===== config.mk =====
export PLATFORM = sky130hd
export DESIGN_NAME = cnt_down_timer_flat
export DESIGN_NICKNAME = d
export VERILOG_FILES = /design/src/rtl/cnt_down_timer_pkg.sv /design/src/rtl/cnt_down_timer_if.sv /design/src/rtl/cnt_down_digit.sv /design/src/rtl/cnt_down_timer.sv /design/src/flat_wrapper.sv
export SDC_FILE = /design/constraint.sdc
export NUM_CORES = 1
export LEC_CHECK = 0
export ABC_AREA = 1
export CELL_PAD_IN_SITES_DETAIL_PLACEMENT = 0
export CELL_PAD_IN_SITES_GLOBAL_PLACEMENT = 2
export CORE_MARGIN = 2
export CORE_UTILIZATION = 20
export DETAILED_ROUTE_END_ITERATION = 10
export PLACE_DENSITY = 0.75
export SLEW_MARGIN = 20
export SYNTH_ARGS = -nofsm -noshare
export SYNTH_HDL_FRONTEND = slang
export SYNTH_SLANG_ARGS = --single-unit

===== constraint.sdc =====
create_clock -name ck -period 1 [get_ports ck]
set_clock_uncertainty 0.1 [all_clocks]
set_input_delay 0.25 -clock ck [delete_from_list [all_inputs] [get_ports ck]]
set_output_delay 0.25 -clock ck [all_outputs]
set_load 0.02 [all_outputs]

===== src/rtl/cnt_down_timer_pkg.sv =====
// Shared definitions for the BCD countdown timer.
//   BCD_W / BCD_MAX : digit width and largest legal digit value
//   state_t         : timer FSM encoding (IDLE / RUN / DONE)
//   bcd_clamp()     : saturates an illegal nibble (A-F) to 9
package cnt_down_timer_pkg;

  localparam int         BCD_W   = 4;
  localparam logic [3:0] BCD_MAX = 4'd9;

  typedef enum logic [1:0] {
    ST_IDLE = 2'b00,
    ST_RUN  = 2'b01,
    ST_DONE = 2'b10
  } state_t;

  function automatic logic [BCD_W-1:0] bcd_clamp(input logic [BCD_W-1:0] d);
    return (d > BCD_MAX) ? BCD_MAX : d;
  endfunction

endpackage


===== src/rtl/cnt_down_timer_if.sv =====
// Control/status bundle of the countdown timer.
//   ld, din, en           : load strobe, BCD load value, count tick (master -> slave)
//   q, busy, done, tc     : count, run/done status, terminal-count pulse (slave -> master)
interface cnt_down_timer_if #(parameter int DIGITS = 2);

  logic                  ld;
  logic [4*DIGITS-1:0]   din;
  logic                  en;
  logic [4*DIGITS-1:0]   q;
  logic                  busy;
  logic                  done;
  logic                  tc;

  modport master (output ld, din, en, input  q, busy, done, tc);
  modport slave  (input  ld, din, en, output q, busy, done, tc);

endinterface


===== src/rtl/cnt_down_digit.sv =====
// One BCD digit of the down-counter chain.
//   ck, res : clock, synchronous active-low reset
//   ld, d   : load strobe and (already clamped) load digit
//   bi      : borrow in, the digit steps down when high
//   q       : registered digit value
//   bo      : borrow out to the next digit (combinational)
module cnt_down_digit
  import cnt_down_timer_pkg::*;
(
  input  logic             ck,
  input  logic             res,
  input  logic             ld,
  input  logic [BCD_W-1:0] d,
  input  logic             bi,
  output logic [BCD_W-1:0] q,
  output logic             bo
);

  always_ff @(posedge ck) begin
    if (!res)    q <= '0;
    else if (ld) q <= d;
    else if (bi) q <= (q == '0) ? BCD_MAX : q - 1'b1;
  end

  // borrow ripples only through digits sitting at zero
  assign bo = bi & (q == '0);

endmodule


===== src/rtl/cnt_down_timer.sv =====
// Cascadable BCD countdown timer.
//   ck, res : clock, synchronous active-low reset
//   bus     : ld/din/en in; q/busy/done/tc out (see cnt_down_timer_if)
// Load clamps each digit to 9; a non-zero load enters RUN, a zero load goes
// straight to DONE. In RUN each en cycle decrements by one; reaching zero
// enters DONE with a single-cycle tc pulse.
module cnt_down_timer
  import cnt_down_timer_pkg::*;
#(
  parameter int DIGITS = 2
) (
  input  logic                ck,
  input  logic                res,
  cnt_down_timer_if.slave     bus
);

  localparam int W = BCD_W * DIGITS;

  state_t                          state, state_nxt;
  logic                            tc_q, tc_nxt;
  logic [DIGITS-1:0][BCD_W-1:0]    din_c;
  logic [DIGITS-1:0][BCD_W-1:0]    qd;
  logic [DIGITS:0]                 bc;
  logic                            ld_zero;
  logic                            q_one;
  logic                            unused_bo;

  // chain head: only RUN counts; DONE/IDLE ignore en so DONE never wraps to 9s
  assign bc[0] = bus.en & (state == ST_RUN);

  genvar gi;
  generate
    for (gi = 0; gi < DIGITS; gi++) begin : g_dig
      assign din_c[gi] = bcd_clamp(bus.din[gi*BCD_W +: BCD_W]);
      cnt_down_digit u_dig (
        .ck (ck),
        .res(res),
        .ld (bus.ld),
        .d  (din_c[gi]),
        .bi (bc[gi]),
        .q  (qd[gi]),
        .bo (bc[gi+1])
      );
    end
  endgenerate

  // borrow out of the top digit would mean underflow, which RUN never reaches
  assign unused_bo = bc[DIGITS];

  assign ld_zero = (din_c == '0);
  assign q_one   = (qd == W'(1));

  always_comb begin
    state_nxt = state;
    tc_nxt    = 1'b0;
    if (bus.ld) begin
      state_nxt = ld_zero ? ST_DONE : ST_RUN;
    end else if (state == ST_RUN && bus.en && q_one) begin
      state_nxt = ST_DONE;
      tc_nxt    = 1'b1;
    end
  end

  always_ff @(posedge ck) begin
    if (!res) begin
      state <= ST_IDLE;
      tc_q  <= 1'b0;
    end else begin
      state <= state_nxt;
      tc_q  <= tc_nxt;
    end
  end

  assign bus.q    = qd;
  assign bus.busy = (state == ST_RUN);
  assign bus.done = (state == ST_DONE);
  assign bus.tc   = tc_q;

endmodule

===== src/flat_wrapper.sv =====
// flat-port wrapper written by rule: the top's interface ports become plain ports
module cnt_down_timer_flat import cnt_down_timer_pkg::*;
#(
  parameter int DIGITS = 2
)
  (ck, res, bus_ld, bus_din, bus_en, bus_q, bus_busy, bus_done, bus_tc);
  cnt_down_timer_if #(.DIGITS(DIGITS)) bus_i ();
  input  logic ck;
  input  logic res;
  input wire logic [$bits(bus_i.ld)-1:0] bus_ld;
  input wire logic [$bits(bus_i.din)-1:0] bus_din;
  input wire logic [$bits(bus_i.en)-1:0] bus_en;
  output wire logic [$bits(bus_i.q)-1:0] bus_q;
  output wire logic [$bits(bus_i.busy)-1:0] bus_busy;
  output wire logic [$bits(bus_i.done)-1:0] bus_done;
  output wire logic [$bits(bus_i.tc)-1:0] bus_tc;
  assign bus_i.ld = bus_ld;
  assign bus_i.din = bus_din;
  assign bus_i.en = bus_en;
  assign bus_q = bus_i.q;
  assign bus_busy = bus_i.busy;
  assign bus_done = bus_i.done;
  assign bus_tc = bus_i.tc;
  cnt_down_timer #(.DIGITS(DIGITS)) u_core (.ck(ck), .res(res), .bus(bus_i));
endmodule

==> results of run 1 <==
-- final cells by class --
type	instances	area, µm²	share of cell area
inverter	16	65.06	0.04582
timing repair buffer	52	483.0	0.3401
tap	46	57.56	0.04053
sequential	11	254.0	0.1789
clock buffer	4	26.28	0.01850
multi-input combinational	86	534.3	0.3762
-- logic make-up (layout without fill, tap and decap cells) --
kind of cell | count (synthesis) | after routing | share of synthesized area
AOI/OAI and AO/OA | 22 | 22 | 0.1696
buffers and inverters | 18 | 72 | 0.1066
DFF | 11 | 11 | 0.3077
and+or+nand+nor | 64 | 64 | 0.4161
-- through the flow --
stage	utilization	power, µW	TNS (ns)
after floorplan	-	767.8	-0.3110
after global placement	0.3673	1030	-8.797
after detailed placement	0.3673	1032	-8.909
after CTS	0.3953	1398	-3.870
after global routing	0.4190	1536	-5.198
final	0.4190	1436	-3.963
-- where the power goes --
part	internal [µW]	switching, µW	total [µW]
clock network	154	160	314
registers	468	30.4	499
logic	311	313	624
total	933	503	1440
-- cells in the final DEF, fill, tap and decap left out, types with 4 or more instances in the layout --
cell,n
o21ai_0,6
buf_4,25
buf_6,15
clkdlybuf4s50_1,8
nor2_4,7
dfxtp_4,8
nand3_1,8
nor2_1,13
a21oi_1,7
inv_1,13
o21ai_1,4
nand2_1,18
nand2_2,4
-- critical path, stage by stage, from the launching register on --
cell	delay, ns
dfxtp_4	0.36
buf_12	0.12
nor2_4	0.14
buf_4	0.12
nand3_1	0.07
nand2_1	0.07
nand2_1	0.05
nor2_1	0.09
nor2_1	0.04
-- sequential cells by signal (all words and copies together) (netlist names) --
register / count
u_core.bus.tc: 1
u_core.g_dig.u_dig.q: 8
u_core.state: 2
-- timing repair --
item / 4_1_cts / 5_1_grt
endpoints found under the setup margin: 22 / 22
gates resized for setup: 83 / 14
gates cloned: 0 / 0
buffers inserted: 2 / 3
pin swaps: 9 / 12
-- path summary, 6_finish.rpt --
path              slack [ns]                                    start                                      end  depth (start not counted)
setup / recovery       -0.26  u_core.g_dig[0].u_dig.q[1]$_SDFFE_PN0P_  u_core.g_dig[0].u_dig.q[2]$_SDFFE_PN0P_                          8
hold / removal          0.41                                   bus_ld                 u_core.bus.tc$_SDFF_PP0_                          3
setup reg to reg       -0.26  u_core.g_dig[0].u_dig.q[1]$_SDFFE_PN0P_  u_core.g_dig[0].u_dig.q[2]$_SDFFE_PN0P_                          8
hold reg to reg         0.48             u_core.state[1]$_SDFFE_PN0P_             u_core.state[1]$_SDFFE_PN0P_                          3
-- routing by layer --
layer | part of all wire | routed length [µm]
met3 | 0.036 | 81
met1 | 0.46 | 1021
met2 | 0.50 | 1116
met5 | 0 | 0
met4 | 0.0098 | 22
==> out/qor.yml, run 1 <==
routed_wl_um: 2242
ant_nets: 0
cts_max_path_buffers: 2
yosysMostFrequentCell: "nand2_1"
start_util: 0.2111
avgSynthCellArea_um2: 6.223
fp.dieH_um: 63.82
cp_max_fo: 4
synth_area_leaders: "dfxtp_1, nand2_1, nor2_1"
ir_drop_mv: 0.3527
synthTopCellsByCount: "nand2_1, nor2_1, inv_1"
num_antenna_cells: 0
die_area_mm2: 0.004073
syn2layout_area_growth_pct: 98.43
ys_ff_latch: 11
yosys.area.top_type_share: 0.3077
layout-drive-gt1-share: 0.4970
rows: 21
first_iter_violations: 23
synthFlopType: "dfxtp_1"
placed_cells: 206
grt_pass1_vias: 905
io_pins: 23
yosysTopAreaCell: "dfxtp_1"
hpwlAfterDp_um: 1758
path_class: "register to register"
firstDrtPassIters: 4
viasPerCell: 4.302
cts_made_buffers: 3
yosysSeqAreaShare: 0.3077
vias: 925
end_kind: "register"
clk_latency_ns: 0.26
final_cells: 215
worst_slack_ns: -0.2619
cts_max_level: 1
netlist_area_um2: 715.7
use_met3: 0.01056
top_usage_layer: "met2"
cts-root-buf: "clkbuf_4"
relSlewSlack: 0.8604
yosysWarnings: 0
violations: "negative setup slack"
hold_slack_ns: 0.4109
cap_violations: 0
grt_overflow: 0
final_nets: 182
slew_viol_final: 0
setup_viol: 22
hold_buffers: 0
antenna_found_initial: 0
min_path_type: "primary input to register"
io_buffers: 22
dpl_cell_area_mm2: 0.001245
synthArstFlopShare: 0
final_hold_viol_count: 0
use_met2: 0.2096
timing.fmax_mhz: 792.5
powerDensity_mw_per_mm2: 1011
clock-sinks: 11
design_area_mm2: 0.001420
netlist_instances: 115
n_fill_cell: 371
die_w_um: 63.82
clkTransAtPathRegs_ns: 0.08
post-route-min-period_ns: 1.262
fin_crit_sh: 1.262
critPathArrivalTime_ns: 1.33
rsz0062_at_grt: "yes"
drt-wirelength-per-cell_um: 10.43
core_area_mm2: 0.003390
drc: 0
synth_edf_count: 0
cts_tree: "yes"
routabilityCongestion: 0.7609
grtUsageTotal: 0.1178
grt_pass1_wl_um: 3822
synth.distinct_cells: 20
status: "finished with violations"
gr-usage-met1: 0.1436
worstMarginPinSlew_ns: 0.2072
synth_fp_nets: 127
leakage_uw: 0.0006340
grt_max_degree: 13
pre_cts_ws_ns: -0.5814
critPathRequiredTime_ns: 1.07
startpoint_type: "register"
Power figures use the tool's default switching activity.
==> inputs of run 2 (changes only) <==
CTS_CLUSTER_DIAMETER = 30   (was default)
==> results of run 2 <==
The final DEF is identical to that of run 1; final timing and power are the same.
==> RTL edit 1, RTL diff (settings of run 1) <==
`DIGITS` is set to 2 in 3 places; all go to 1.
--- a/src/rtl/cnt_down_timer_if.sv
+++ b/src/rtl/cnt_down_timer_if.sv
@@ -3,3 +3,3 @@
 //   q, busy, done, tc     : count, run/done status, terminal-count pulse (slave -> master)
-interface cnt_down_timer_if #(parameter int DIGITS = 2);
+interface cnt_down_timer_if #(parameter int DIGITS = 1);
 
--- a/src/rtl/cnt_down_timer.sv
+++ b/src/rtl/cnt_down_timer.sv
@@ -9,3 +9,3 @@
 #(
-  parameter int DIGITS = 2
+  parameter int DIGITS = 1
 ) (
--- a/src/flat_wrapper.sv
+++ b/src/flat_wrapper.sv
@@ -3,3 +3,3 @@
 #(
-  parameter int DIGITS = 2
+  parameter int DIGITS = 1
 )
Interface: changed (resized bus_din and bus_q); port bits go from 23 to 15. The function was not compared with the original's and may differ.
==> RTL edit 1 against run 1 <==
Area after synthesis decreased by 43%; register-to-register slack improved by 120 ps; largest cell class unchanged; sequential power down 36%; sequential cell count decreased by 4; total power down 34%; critical endpoint is now bus_done; worst setup slack better by 77 ps; cell area fell by 42%; the run still ends with setup timing left; die area fell by 41%; routed wire length is 47% lower.
==> RTL edit 1: results (changes against run 1) <==
Vias in the first global route = 484 (was 905)
Failing checks = setup timing (unchanged)
Cells after Synth = 64 (was 115)
Layout Nets = 106 (was 182)
Cell Area, Placed = 700.7 sq um (was 1245 sq um)
R2r startpoint = u_core.state[1] (was u_core.g_dig[0].u_dig.q[1])
Pre-antenna DRT Iters = 3 (was 4)
Reg2reg end = u_core.state[1] (was u_core.g_dig[0].u_dig.q[2])
Post-CTS setup buffer count = 0 (was 2)
Leakage Power = 0.3829 nW (was 0.6340 nW)
Synth top area cells = dfxtp_1 (34%), nand2_1 (13%), nand3_1 (8.6%) (was dfxtp_1 (31%), nand2_1 (12%), nor2_1 (11%))
GR met2 Demand/Resource = 17.79% (was 20.96%)
Crit-path slowest cell = dfxtp_1 (was dfxtp_4)
Clock-pin slew on the worst setup and hold paths = 50 ps (was 80 ps)
Worst reg2reg setup slack = -140 ps (was -260 ps)
Post-CTS Resized = 62 (was 83)
Layout cells sized above 1 = 57.73% (was 49.70%)
Most frequent cells after synthesis = nand2_1 (14), inv_1 (9), nor2_1 (8), dfxtp_1 (7), nand3_1 (7) (was nand2_1 (23), nor2_1 (21), inv_1 (14), dfxtp_1 (11), nand3_1 (10))
Inst Count DP = 119 (was 206)
Status = finished, violations left (unchanged)
CP Data Arrival Time = 830 ps (was 1330 ps)
Final setup viols = 14 (was 22)
Drt total wl = 1179 um (was 2242 um)
Final WS setup = -184.9 ps (was -261.9 ps)
Port Buffers = 14 (was 22)
Global routing usage on met3 = 3.681% (was 1.056%)
Wire per inst = 9.508 um (was 10.43 um)
Worst slack, placed = -411.0 ps (was -581.4 ps)
Max FFs per register = 4 (was 8)
==> RTL edit 1: changes by cell type after synthesis, sizes merged, moves of 2 or more <==
cell,before,now
a21oi,8,5
buf,2,0
inv,16,11
dfxtp,11,7
nor3,5,3
nor2,23,9
nand2,25,15
o21ai,11,5
nand3,11,8
==> RTL edit 1: power breakdown <==
group          switching (mW)  internal, mW
sequential             0.0147         0.302
clock                   0.109         0.153
combinational           0.183         0.183
==> RTL edit 1: cell type report <==
class / instances / area [sq um]
Tap cell: 27 / 33.78
Inverter: 11 / 43.79
Timing Repair Buffer: 29 / 266.5
Multi-Input combinational cell: 46 / 306.5
Clock buffer: 4 / 26.28
Sequential cell: 7 / 150.1
Fill cell: 217 / 1115
==> RTL edit 1: logic make-up after synthesis <==
kind of cell	after synthesis	share of synthesized area [%]
buffers and inverters	11	10.15
and+or+nand+nor	35	39.38
DFF	7	34.46
AOI/OAI and AO/OA	11	16.00
==> RTL edit 2, RTL diff (settings of run 1) <==
Without the edit above. Encoding of `state_t`: now one-hot (3 bits for 3 states).
--- a/src/rtl/cnt_down_timer_pkg.sv
+++ b/src/rtl/cnt_down_timer_pkg.sv
@@ -9,6 +9,6 @@
 
-  typedef enum logic [1:0] {
-    ST_IDLE = 2'b00,
-    ST_RUN  = 2'b01,
-    ST_DONE = 2'b10
+  typedef enum logic [2:0] {
+    ST_IDLE = 3'b001,
+    ST_RUN  = 3'b010,
+    ST_DONE = 3'b100
   } state_t;
Function: no difference found for any inputs over 10 cycles, from zero or initial values; not proved beyond that.
==> RTL edit 2 against run 1 <==
The run still ends with setup timing left; area after synthesis grew 13%; cell area rose by 17%; total power rose by 21%; sequential power rose by 9.2%; critical path depth did not move; worst hold slack got worse by 6.0 ps; routed wire length is 13% higher; first-iteration DRC count down 13%; global-route usage grew 0.44 points; non-clock buffer count is 3 higher; worst setup slack worse by 15 ps; die area grew 12%; sequential cell count rose by 1; count of clock-buffer cells in the layout is 1 lower; largest cell class unchanged; highest routed layer unchanged.
==> RTL edit 2: results (changes against run 1) <==
Total GRT Usage = 12.22% (was 11.78%)
Status = finished, violations left (unchanged)
Synth top area cells = dfxtp_1 (30%), nand2_1 (13%), nor2_1 (8.8%) (was dfxtp_1 (31%), nand2_1 (12%), nor2_1 (11%))
Combinational share of power = 42.0% (was 43.5%)
Final WS setup = -276.5 ps (was -261.9 ps)
Clock buf/inv share = 2.721% (was 1.850%)
Final setup viols = 23 (was 22)
P_sw = 0.5721 mW (was 0.5031 mW)
Layout Cells excl Fill = 231 (was 215)
Sequential area share after synthesis = 29.77% (was 30.77%)
WHS Endpoint = u_core.state[2] (was u_core.bus.tc)
Cell Area, Placed = 1292 sq um (was 1245 sq um)
Synth Area in XOR/XNOR = 1.085% (was 0%)
Worst hold path stage count = 2 (was 3)
Met1 wire length = 1152 um (was 1021 um)
Peak supply drop = 0.5132 mV (was 0.3527 mV)
Global-route wire length before repair = 4174 um (was 3822 um)
GR met2 Demand/Resource = 19.61% (was 20.96%)
Slowest Stage Delay on Critical Path = 340 ps (was 360 ps)
Vias in the first global route = 928 (was 905)
Inst Count DP = 213 (was 206)
Seq area share = 16.48% (was 17.89%)
Failing checks = setup timing (unchanged)
Clock-pin slew on the worst setup and hold paths = 60 ps (was 80 ps)
Post-route cell area = 1655 sq um (was 1420 sq um)
Reg2reg end = u_core.state[2] (was u_core.g_dig[0].u_dig.q[2])
Worst slack, placed = -566.4 ps (was -581.4 ps)
Global routing usage on met3 = 3.500% (was 1.056%)
Fraction of area in multi-input gates = 38.02% (was 37.62%)
Avg Vias per Cell = 4.165 (was 4.302)
HP Class = flop to flop (was input port to flop)
Met2 WL post-DR = 1277 um (was 1116 um)
#FFs+latches synth = 12 (was 11)
Drt first-iter violations = 20 (was 23)
Root Buffer = clkbuf_8 (was clkbuf_4)
Count of cell types in the netlist = 23 (was 20)
Layout Nets = 194 (was 182)
Drt total wl = 2532 um (was 2242 um)
Seq pwr share = 31.5% (was 34.7%)
Layout cells sized above 1 = 58.56% (was 49.70%)
Leakage Power = 0.7745 nW (was 0.6340 nW)
Post-synthesis compound-gate area fraction = 9.612% (was 16.96%)
==> RTL edit 2: cell types whose count changed after synthesis, sizes merged, moves of 2 or more <==
cell	before	now
nand2	25	38
o21ai	11	4
nor3	5	2
a21oi	8	10
==> RTL edit 2: what timing repair did <==
item                       CTS  global route
setup buffers                8             5
setup endpoints to repair   23            23
pin swaps                   16            18
resized for setup           97            27
cloned                       1             0
==> RTL edit 2: logic make-up after synthesis <==
| kind of cell | after synthesis |
|---|---|
| xor gates and xnor gates | 1 |
| buffers and inverters | 18 |
| AOI/OAI and AO/OA | 14 |
| and+or+nand+nor | 79 |
| DFF | 12 |
==> RTL edit 2: per-stage QoR <==
step | hold slack (ps) | TNS [ps]
6_report | 404.9 | -4180
3_3_place_gp | 404.2 | -9330
2_1_floorplan | 226.1 | -550.4
5_1_grt | 438.5 | -5406
4_1_cts | 402.0 | -4136
3_5_place_dp | 399.8 | -9401
